$ cat src/rtl/sram_like_responder_pkg.sv
// Shared definitions for the SRAM-like responder: transfer size encodings,
// response FIFO geometry and the outstanding-counter width.
package sram_like_responder_pkg;

  // Transfer size encodings carried on sram_size (informational only here).
  localparam logic [1:0] SRAM_SIZE_BYTE = 2'd0;
  localparam logic [1:0] SRAM_SIZE_HALF = 2'd1;
  localparam logic [1:0] SRAM_SIZE_WORD = 2'd2;

  typedef enum logic [1:0] {
    SIZE_BYTE = 2'd0,
    SIZE_HALF = 2'd1,
    SIZE_WORD = 2'd2,
    SIZE_RSVD = 2'd3
  } sram_size_e;

  // Response FIFO payload width (one RAM word).
  localparam int RESP_FIFO_WIDTH = 32;

  // Outstanding counter width; MAX_OUT is at most 4, so 3 bits never saturate.
  localparam int CNT_W = 3;

  // Drop the byte offset: the RAM is word-addressed on a byte address bus.
  function automatic logic [31:0] word_align(input logic [31:0] addr);
    return {addr[31:2], 2'b00};
  endfunction

endpackage

$ cat src/rtl/sram_like_responder_resp_fifo.sv
// Small synchronous show-ahead FIFO holding read data between the RAM
// read cycle and the delayed data_ok cycle. The head entry is visible
// combinationally because the response cannot wait a cycle for it.
module sram_like_responder_resp_fifo
  import sram_like_responder_pkg::*;
#(
  parameter int DEPTH = 2,
  parameter int WIDTH = RESP_FIFO_WIDTH
) (
  input  logic             clk,
  input  logic             reset,
  input  logic             push,
  input  logic [WIDTH-1:0] push_data,
  input  logic             pop,
  output logic [WIDTH-1:0] pop_data,
  output logic             empty,
  output logic             full
);

  localparam int PTR_W = (DEPTH > 1) ? $clog2(DEPTH) : 1;
  localparam int CNT_FW = $clog2(DEPTH + 1);
  localparam logic [PTR_W-1:0] LAST_PTR = PTR_W'(DEPTH - 1);
  localparam logic [CNT_FW-1:0] DEPTH_C = CNT_FW'(DEPTH);

  logic [WIDTH-1:0]  mem_reg [DEPTH];
  logic [PTR_W-1:0]  wr_ptr_reg;
  logic [PTR_W-1:0]  rd_ptr_reg;
  logic [CNT_FW-1:0] count_reg;

  // Circular pointer advance that wraps on non-power-of-two depths.
  function automatic logic [PTR_W-1:0] ptr_inc(input logic [PTR_W-1:0] p);
    return (p == LAST_PTR) ? '0 : p + 1'b1;
  endfunction

  assign empty    = (count_reg == '0);
  assign full     = (count_reg == DEPTH_C);
  assign pop_data = mem_reg[rd_ptr_reg];

  // Storage array: written on push, no reset needed for payload.
  always_ff @(posedge clk) begin
    if (push) begin
      mem_reg[wr_ptr_reg] <= push_data;
    end
  end

  // Pointers and occupancy; reset discards any buffered responses.
  always_ff @(posedge clk) begin
    if (reset) begin
      wr_ptr_reg <= '0;
      rd_ptr_reg <= '0;
      count_reg  <= '0;
    end else begin
      if (push) begin
        wr_ptr_reg <= ptr_inc(wr_ptr_reg);
      end
      if (pop) begin
        rd_ptr_reg <= ptr_inc(rd_ptr_reg);
      end
      if (push && !pop) begin
        count_reg <= count_reg + 1'b1;
      end else if (pop && !push) begin
        count_reg <= count_reg - 1'b1;
      end
    end
  end

`ifndef SYNTHESIS
  // Underflow/overflow would mean the outstanding counter lost track.
  always_ff @(posedge clk) begin
    if (!reset) begin
      assert (!(pop && empty));
      assert (!(push && full && !pop));
    end
  end
`endif

endmodule

$ cat src/rtl/sram_like_responder.sv
// Responder end of the SRAM-like request/response interface. Accepts
// requests with addr_ok, issues them straight to a 1-cycle-latency
// synchronous RAM and returns in-order data_ok/rdata DATA_DELAY cycles
// after the RAM read data appears.
module sram_like_responder
  import sram_like_responder_pkg::*;
#(
  parameter int MAX_OUT     = 2,
  parameter int DATA_DELAY  = 0,
  parameter int RESET_DRAIN = 0
) (
  input  logic        clk,
  input  logic        reset,
  input  logic        sram_req,
  input  logic        sram_wr,
  input  logic [1:0]  sram_size,
  input  logic [3:0]  sram_wstrb,
  input  logic [31:0] sram_addr,
  input  logic [31:0] sram_wdata,
  output logic        sram_addr_ok,
  output logic        sram_data_ok,
  output logic [31:0] sram_rdata,
  output logic        ram_en,
  output logic [3:0]  ram_wen,
  output logic [31:0] ram_addr,
  output logic [31:0] ram_wdata,
  input  logic [31:0] ram_rdata
);

  localparam int TAG_W = DATA_DELAY + 1;
  localparam logic [CNT_W-1:0] MAX_OUT_C = CNT_W'(MAX_OUT);

  logic [CNT_W-1:0] cnt_reg;
  logic [CNT_W-1:0] cnt_next;
  logic [TAG_W-1:0] tag_reg;
  logic             wr_t1_reg;
  logic             addr_ok_int;
  logic             accept;
  logic             data_ok_int;
  logic [31:0]      read_word;
  logic             unused_bits;

  // Size and byte offset never change behaviour; alignment faults are
  // raised upstream in the pipeline.
  assign unused_bits = ^{sram_size, sram_addr[1:0]};

  // addr_ok looks only at the registered count, so a response in the
  // same cycle does not reopen the window until the next cycle.
  assign addr_ok_int  = ~reset & (cnt_reg < MAX_OUT_C);
  assign accept       = sram_req & addr_ok_int;
  assign sram_addr_ok = addr_ok_int;

  // RAM issue happens in the acceptance cycle itself.
  assign ram_en    = accept;
  assign ram_wen   = (accept && sram_wr) ? sram_wstrb : 4'h0;
  assign ram_addr  = reset ? 32'h0 : word_align(sram_addr);
  assign ram_wdata = reset ? 32'h0 : sram_wdata;

  // The oldest tag stage marks the response cycle of each request.
  assign data_ok_int  = ~reset & tag_reg[DATA_DELAY];
  assign sram_data_ok = data_ok_int;

  // Word seen on the RAM read port one cycle after acceptance; writes
  // respond with zero.
  assign read_word = wr_t1_reg ? 32'h0 : ram_rdata;

  // Tag pipeline: stage 0 captures acceptance, later stages shift.
  for (genvar gi = 0; gi < TAG_W; gi++) begin : g_tag
    if (gi == 0) begin : g_head
      // Stage 0 is set in the cycle after a request is accepted.
      always_ff @(posedge clk) begin
        if (reset) begin
          tag_reg[gi] <= 1'b0;
        end else begin
          tag_reg[gi] <= accept;
        end
      end
    end else begin : g_body
      // Delay stages advance unconditionally; the master cannot stall.
      always_ff @(posedge clk) begin
        if (reset) begin
          tag_reg[gi] <= 1'b0;
        end else begin
          tag_reg[gi] <= tag_reg[gi-1];
        end
      end
    end
  end

  // Remember whether the request issued last cycle was a write.
  always_ff @(posedge clk) begin
    if (reset) begin
      wr_t1_reg <= 1'b0;
    end else begin
      wr_t1_reg <= accept & sram_wr;
    end
  end

  assign cnt_next = cnt_reg + CNT_W'(accept) - CNT_W'(data_ok_int);

  // Outstanding count: +1 per accept, -1 per response.
  always_ff @(posedge clk) begin
    if (reset) begin
      cnt_reg <= '0;
    end else begin
      cnt_reg <= cnt_next;
    end
  end

  if (DATA_DELAY == 0) begin : g_direct
    // Response coincides with the RAM read cycle: pass the word through.
    assign sram_rdata = data_ok_int ? read_word : 32'h0;
  end else begin : g_fifo
    logic [31:0] fifo_head;
    logic        unused_fifo_empty;
    logic        unused_fifo_full;

    // Every accepted request pushes exactly once (in T+1) and pops on its
    // data_ok, so occupancy is bounded by the outstanding count.
    sram_like_responder_resp_fifo #(
      .DEPTH (MAX_OUT),
      .WIDTH (RESP_FIFO_WIDTH)
    ) u_resp_fifo (
      .clk       (clk),
      .reset     (reset),
      .push      (tag_reg[0]),
      .push_data (read_word),
      .pop       (data_ok_int),
      .pop_data  (fifo_head),
      .empty     (unused_fifo_empty),
      .full      (unused_fifo_full)
    );

    assign sram_rdata = data_ok_int ? fifo_head : 32'h0;
  end

`ifndef SYNTHESIS
  // Draining in-flight requests across reset is not supported.
  always_ff @(posedge clk) begin
    assert (RESET_DRAIN == 0);
    assert (cnt_reg <= MAX_OUT_C);
  end
`endif

endmodule

$ cat config.mk
export PLATFORM = sky130hd
export DESIGN_NAME = sram_like_responder
export DESIGN_NICKNAME = d
export VERILOG_FILES = /design/src/rtl/sram_like_responder_pkg.sv /design/src/rtl/sram_like_responder_resp_fifo.sv /design/src/rtl/sram_like_responder.sv
export SDC_FILE = /design/constraint.sdc
export NUM_CORES = 1
export LEC_CHECK = 0
export BUFFER_PORTS_ARGS = -buffer_cell sky130_fd_sc_hd__buf_2
export CELL_PAD_IN_SITES_DETAIL_PLACEMENT = 1
export CELL_PAD_IN_SITES_GLOBAL_PLACEMENT = 1
export CORE_MARGIN = 8
export CORE_UTILIZATION = 11
export CTS_CLUSTER_SIZE = 8
export DETAILED_ROUTE_END_ITERATION = 8
export PLACE_DENSITY = 0.77
export SETUP_SLACK_MARGIN = 0.3
export SLEW_MARGIN = 10
export SYNTH_ARGS = -nofsm -noshare
export SYNTH_HDL_FRONTEND = slang
export SYNTH_SLANG_ARGS = --single-unit
$ cat constraint.sdc
create_clock -name clk -period 1.52 [get_ports clk]
set_input_delay 0.152 -clock clk [delete_from_list [all_inputs] [get_ports clk]]
set_output_delay 0.152 -clock clk [all_outputs]
set_load 0.01 [all_outputs]
-- Word-level counts from Yosys, hierarchy flattened
Index checks and enable logic that the tools add are counted.
- reductions and logical operators: 1
- multiplexer cells: 5
- add/subtract/negate cells: 2
- bitwise operators: 5
- $lt $le $gt $ge: 1
- operators by type and width (kind ; number):
    $mux 32 ; 4
    $and 1x1->1 ; 4
    $mux 4 ; 1
    $add 3x1->3 ; 1
    $lt 3x2->1 const B ; 1
    $sub 3x1->3 ; 1
    $logic_and 1x1->1 ; 1
    $not 1->1 ; 1
- logic and storage cells: 17
- register bits after elaboration: 5
- output and inout port bits: 103
- bits of input ports: 106

-- Longest topological paths before layout
- depth after elaboration: 5
- depth in mapped cells: 8
- gate-level depth less buffers: 8

-- Worst setup path before layout
OpenSTA, ideal clock, no wires.
- kind: reg-to-reg
- from: reg cnt_reg[1]
- to: reg cnt_reg[1]
- clock period less this slack: 1.810 ns
- setup slack: -0.290 ns
- data arrival time: 1.688 ns
- library setup time: 0.122 ns
- cell stages (with the launch flop): 8
- path through: dfxtp_1 > inv_1 > ha_1 > nor2b_1 > and2_1 > ha_1 > fa_1 > nor2b_1
- word-level cells in the longest chain between the ends: 5
- RTL lines (item ; line ; source):
    from (decl) ; sram_like_responder.sv:33 ; logic [CNT_W-1:0] cnt_reg;
    from (signal assigned) ; sram_like_responder.sv:106 ; cnt_reg <= cnt_next;
    $lt 3x2->1 ; sram_like_responder.sv:49 ; assign addr_ok_int = ~reset & (cnt_reg < MAX_OUT_C);
    $and 1x1->1 ; sram_like_responder.sv:49 ;
    named net sram_addr_ok ; sram_like_responder.sv:20 ; output logic sram_addr_ok,
    $and 1x1->1 ; sram_like_responder.sv:50 ; assign accept = sram_req & addr_ok_int;
    named net ram_en ; sram_like_responder.sv:23 ; output logic ram_en,
    $add 3x1->3 ; sram_like_responder.sv:99 ; assign cnt_next = cnt_reg + CNT_W'(accept) - CNT_W'(data_ok_int);
    $sub 3x1->3 ; sram_like_responder.sv:99 ;
    named net cnt_next[1] ; sram_like_responder.sv:34 ; logic [CNT_W-1:0] cnt_next;
The timed path passes the listed nets, and every way through them passes these cells.
A chain may end at the register's enable or synchronous reset.

-- Worst setup path after layout
- from: reg cnt_reg[1]
- to: reg cnt_reg[1]
- word-level cells in the longest chain between the ends: 5
- RTL lines (item ; line):
    $lt 3x2->1 ; sram_like_responder.sv:49
    $and 1x1->1 ; sram_like_responder.sv:49
    $and 1x1->1 ; sram_like_responder.sv:50
    $add 3x1->3 * ; sram_like_responder.sv:99
    $sub 3x1->3 * ; sram_like_responder.sv:99
    named net cnt_next[1] ; sram_like_responder.sv:34
Mark *: on every way through the listed nets, which the timed path passes. The rest lies on a longest branch.

==> results_dict.tcl <==
set metrics [dict create \
    netlist_instances 135 \
    grt_pass1_wl_um 9890 \
    layout_min_cycle_time_ps 1600 \
    ys_ff_latch 5 \
    area_delta_synth_final_pct 170 \
    netlist_area_um2 986 \
    largest_reg_flops 3 \
    leakage_nw 1.50 \
    hold_class "in2reg" \
    finalSetupViolations 3 \
    layout.nets 458 \
    r2r_slack_ps -80 \
    die_area_um2 12200 \
    cp-startpoint "cnt_reg[1]$_SDFF_PP0_" \
    worst_slack_ps -84.9 \
    num_rows 34 \
    insertion_delay_ps 220 \
    p_sw_share_pct 34.1 \
    power.density_nw_per_um2 555 \
    finClkSkew_ps 3.11 \
    vias_per_cell 3.74 \
    syn_avg_cell_area_um2 7.30 \
    ant_nets 0 \
    drv_slew 0 \
    htree_levels 1 \
    fin_area_um2 2660 \
    grt_max_degree 48 \
    die_h_um 111 \
    finish.utilization_pct 30.5 \
    grt_usage_pct 9.78 \
    dr.pass1.iters 2 \
    hold_viol_final 0 \
    drv_cap 0 \
    drt-initial-drc-count 40 \
    synth-seq-area-share_pct 10.2 \
    internal_power_mw 0.975 \
    worstSetupPathType "reg2reg" \
    violations "negative setup slack" \
    crit_slowest_cell "fa_2" \
    grt-ovfl-total 0 \
    antenna_found_initial 0 \
    ir_drop_uv 231 \
    startpoint_type "flop" \
    grt_pass1_vias 1910 \
    crit_fanout 2 \
    place.gp.congestion 0.719 \
    r2r-end "cnt_reg[1]$_SDFF_PP0_" \
    cp_cell_sequence "inv_2, ha_4, nor2b_4, and2_4, ha_4, fa_2, nor2b_1" \
    start_util_pct 11.3 \
    cts_tree "built" \
    r2r_start "cnt_reg[1]$_SDFF_PP0_" \
    clock.fmax_mhz 623 \
    power_frac_comb_pct 70.5 \
    pwr-share-seq_pct 12.5 \
    max_stage_delay_ps 500 \
    wl_per_cell_um 15.4 \
    endpoint_kind "flop" \
    r2r_cells 7 \
    clock_sinks 5 \
    vias 1701 \
    cts.path.max_buffers 2 \
    numCtsBuffers 3 \
    cp.arrival_ps 1760 \
    cpMostUsedCell "ha_4" \
    ys_warn_count 0 \
    required_ps 1680 \
    die_w_um 111 \
    place_area_um2 2140 \
    fin_crit_sh_pct 106 \
    status "finished with violations" \
    yosysUniqueCellTypes 16 \
    portBuffers 202 \
    core_um2 8720 \
    rsz0062_at_grt "yes" \
    drive_above_1_share_pct 78.4 \
    endpoint "cnt_reg[1]$_SDFF_PP0_" \
    power_switching_mw 0.504 \
    path_clk_slew_ps 40 \
    p_total_mw 1.48 \
    cts-root-buf "clkbuf_8" \
    top_level_ports 209 \
    drt_wl_total_um 7000 \
    drc 0 \
    hpwl_um 5530 \
    p_clk_share_pct 16.9 \
    antenna_cells 0 \
]
-- cells in the mapped netlist, drive strengths merged --
master / instances / area share (%)
and2b: 6 / 4.6
nor2: 1 / 0.38
clkbuf: 3 / 1.3
ha: 3 / 3.8
xor2: 1 / 0.89
and4b: 1 / 1.0
nor3b: 1 / 1.9
dfxtp: 5 / 10
fa: 1 / 2.0
buf: 9 / 9.5
nor2b: 60 / 38
inv: 5 / 1.9
and2: 38 / 24
conb: 1 / 0.38
-- layout by cell type, fill, tap and decap left out, drive strengths merged --
master,count
buf,217
nor2b,60
and2,38
and2b,6
clkbuf,6
inv,5
dfxtp,5
ha,3
conb,2
nor3b,1
and4b,1
xor2,1
nor2,1
fa,1
-- power groups by stage --
stage | clock, mW | combinational [mW] | sequential [mW]
after detailed placement | 0 | 0.767 | 0.181
after floorplan | 0 | 0.418 | 0.177
after CTS | 0.258 | 0.932 | 0.183
final | 0.250 | 1.04 | 0.185
after global placement | 0 | 0.732 | 0.178
after global routing | 0.271 | 1.12 | 0.188
-- how the worst min path moves through the flow --
stage / start / to / slack, ps / cells past startpoint
2_1_floorplan: sram_req / tag_reg$_SDFF_PP0_ / 270 / 1
3_3_place_gp: sram_req / tag_reg$_SDFF_PP0_ / 400 / 2
3_5_place_dp: sram_req / tag_reg$_SDFF_PP0_ / 400 / 2
4_1_cts: sram_req / tag_reg$_SDFF_PP0_ / 180 / 2
5_1_grt: sram_req / tag_reg$_SDFF_PP0_ / 230 / 2
6_report: sram_req / tag_reg$_SDFF_PP0_ / 210 / 2
-- per-layer routing --
metal	GRT usage [%]	vias up	wire [um]	part of all wire, %
li1	-	814	-	-
met1	7.46	784	2100	30
met2	21.3	99	4290	61
met3	4.44	4	583	8.3
met4	1.35	0	29	0.41
met5	0	-	0	0
-- layout make-up --
class | count | area [um2]
repair buffers | 219 | 1450
multi-input cells | 114 | 911
fillers | 1078 | 6060
clock buffers | 4 | 45.0
inverters | 5 | 18.8
well taps | 108 | 135
flip-flops and latches | 5 | 104
-- logic make-up (layout without fill, tap and decap cells) --
logic type               Yosys count  after routing  synth area share [%]
XOR/XNOR                           1              1                 0.888
adder cells (fa/ha/maj)            4              4                  5.84
buffers and inverters             17            228                  12.7
flip-flops                         5              5                  10.2
other                              1              2                 0.380
AND/OR/NAND/NOR                  107            107                  70.1
-- through the flow --
| step | TNS [ps] | setup slack [ps] | hold WS, ps | instances |
|---|---|---|---|---|
| floorplan | -98.3 | -81.2 | 274 | 136 |
| global placement | -77.5 | -65.0 | 398 | 441 |
| detailed placement | -158 | -111 | 401 | 441 |
| CTS | -143 | -85.7 | 182 | 448 |
| global route | -251 | -131 | 229 | 455 |
| finish | -121 | -84.9 | 208 | 455 |
-- worst max-delay path, delay by kind of cell (launching register included) --
kind          cells  cell delay [ps]
buf+inv           1               40
flops             1              320
simple gates      3              370
fa+ha+maj         3              800
-- repair_timing --
action                     CTS  global route
resized for setup           69            23
gates cloned                 0             3
setup buffers                3             4
hold buffers                 0             0
setup endpoints to repair   85            80
pin swaps                    5            33
Power figures use the tool's default switching activity.
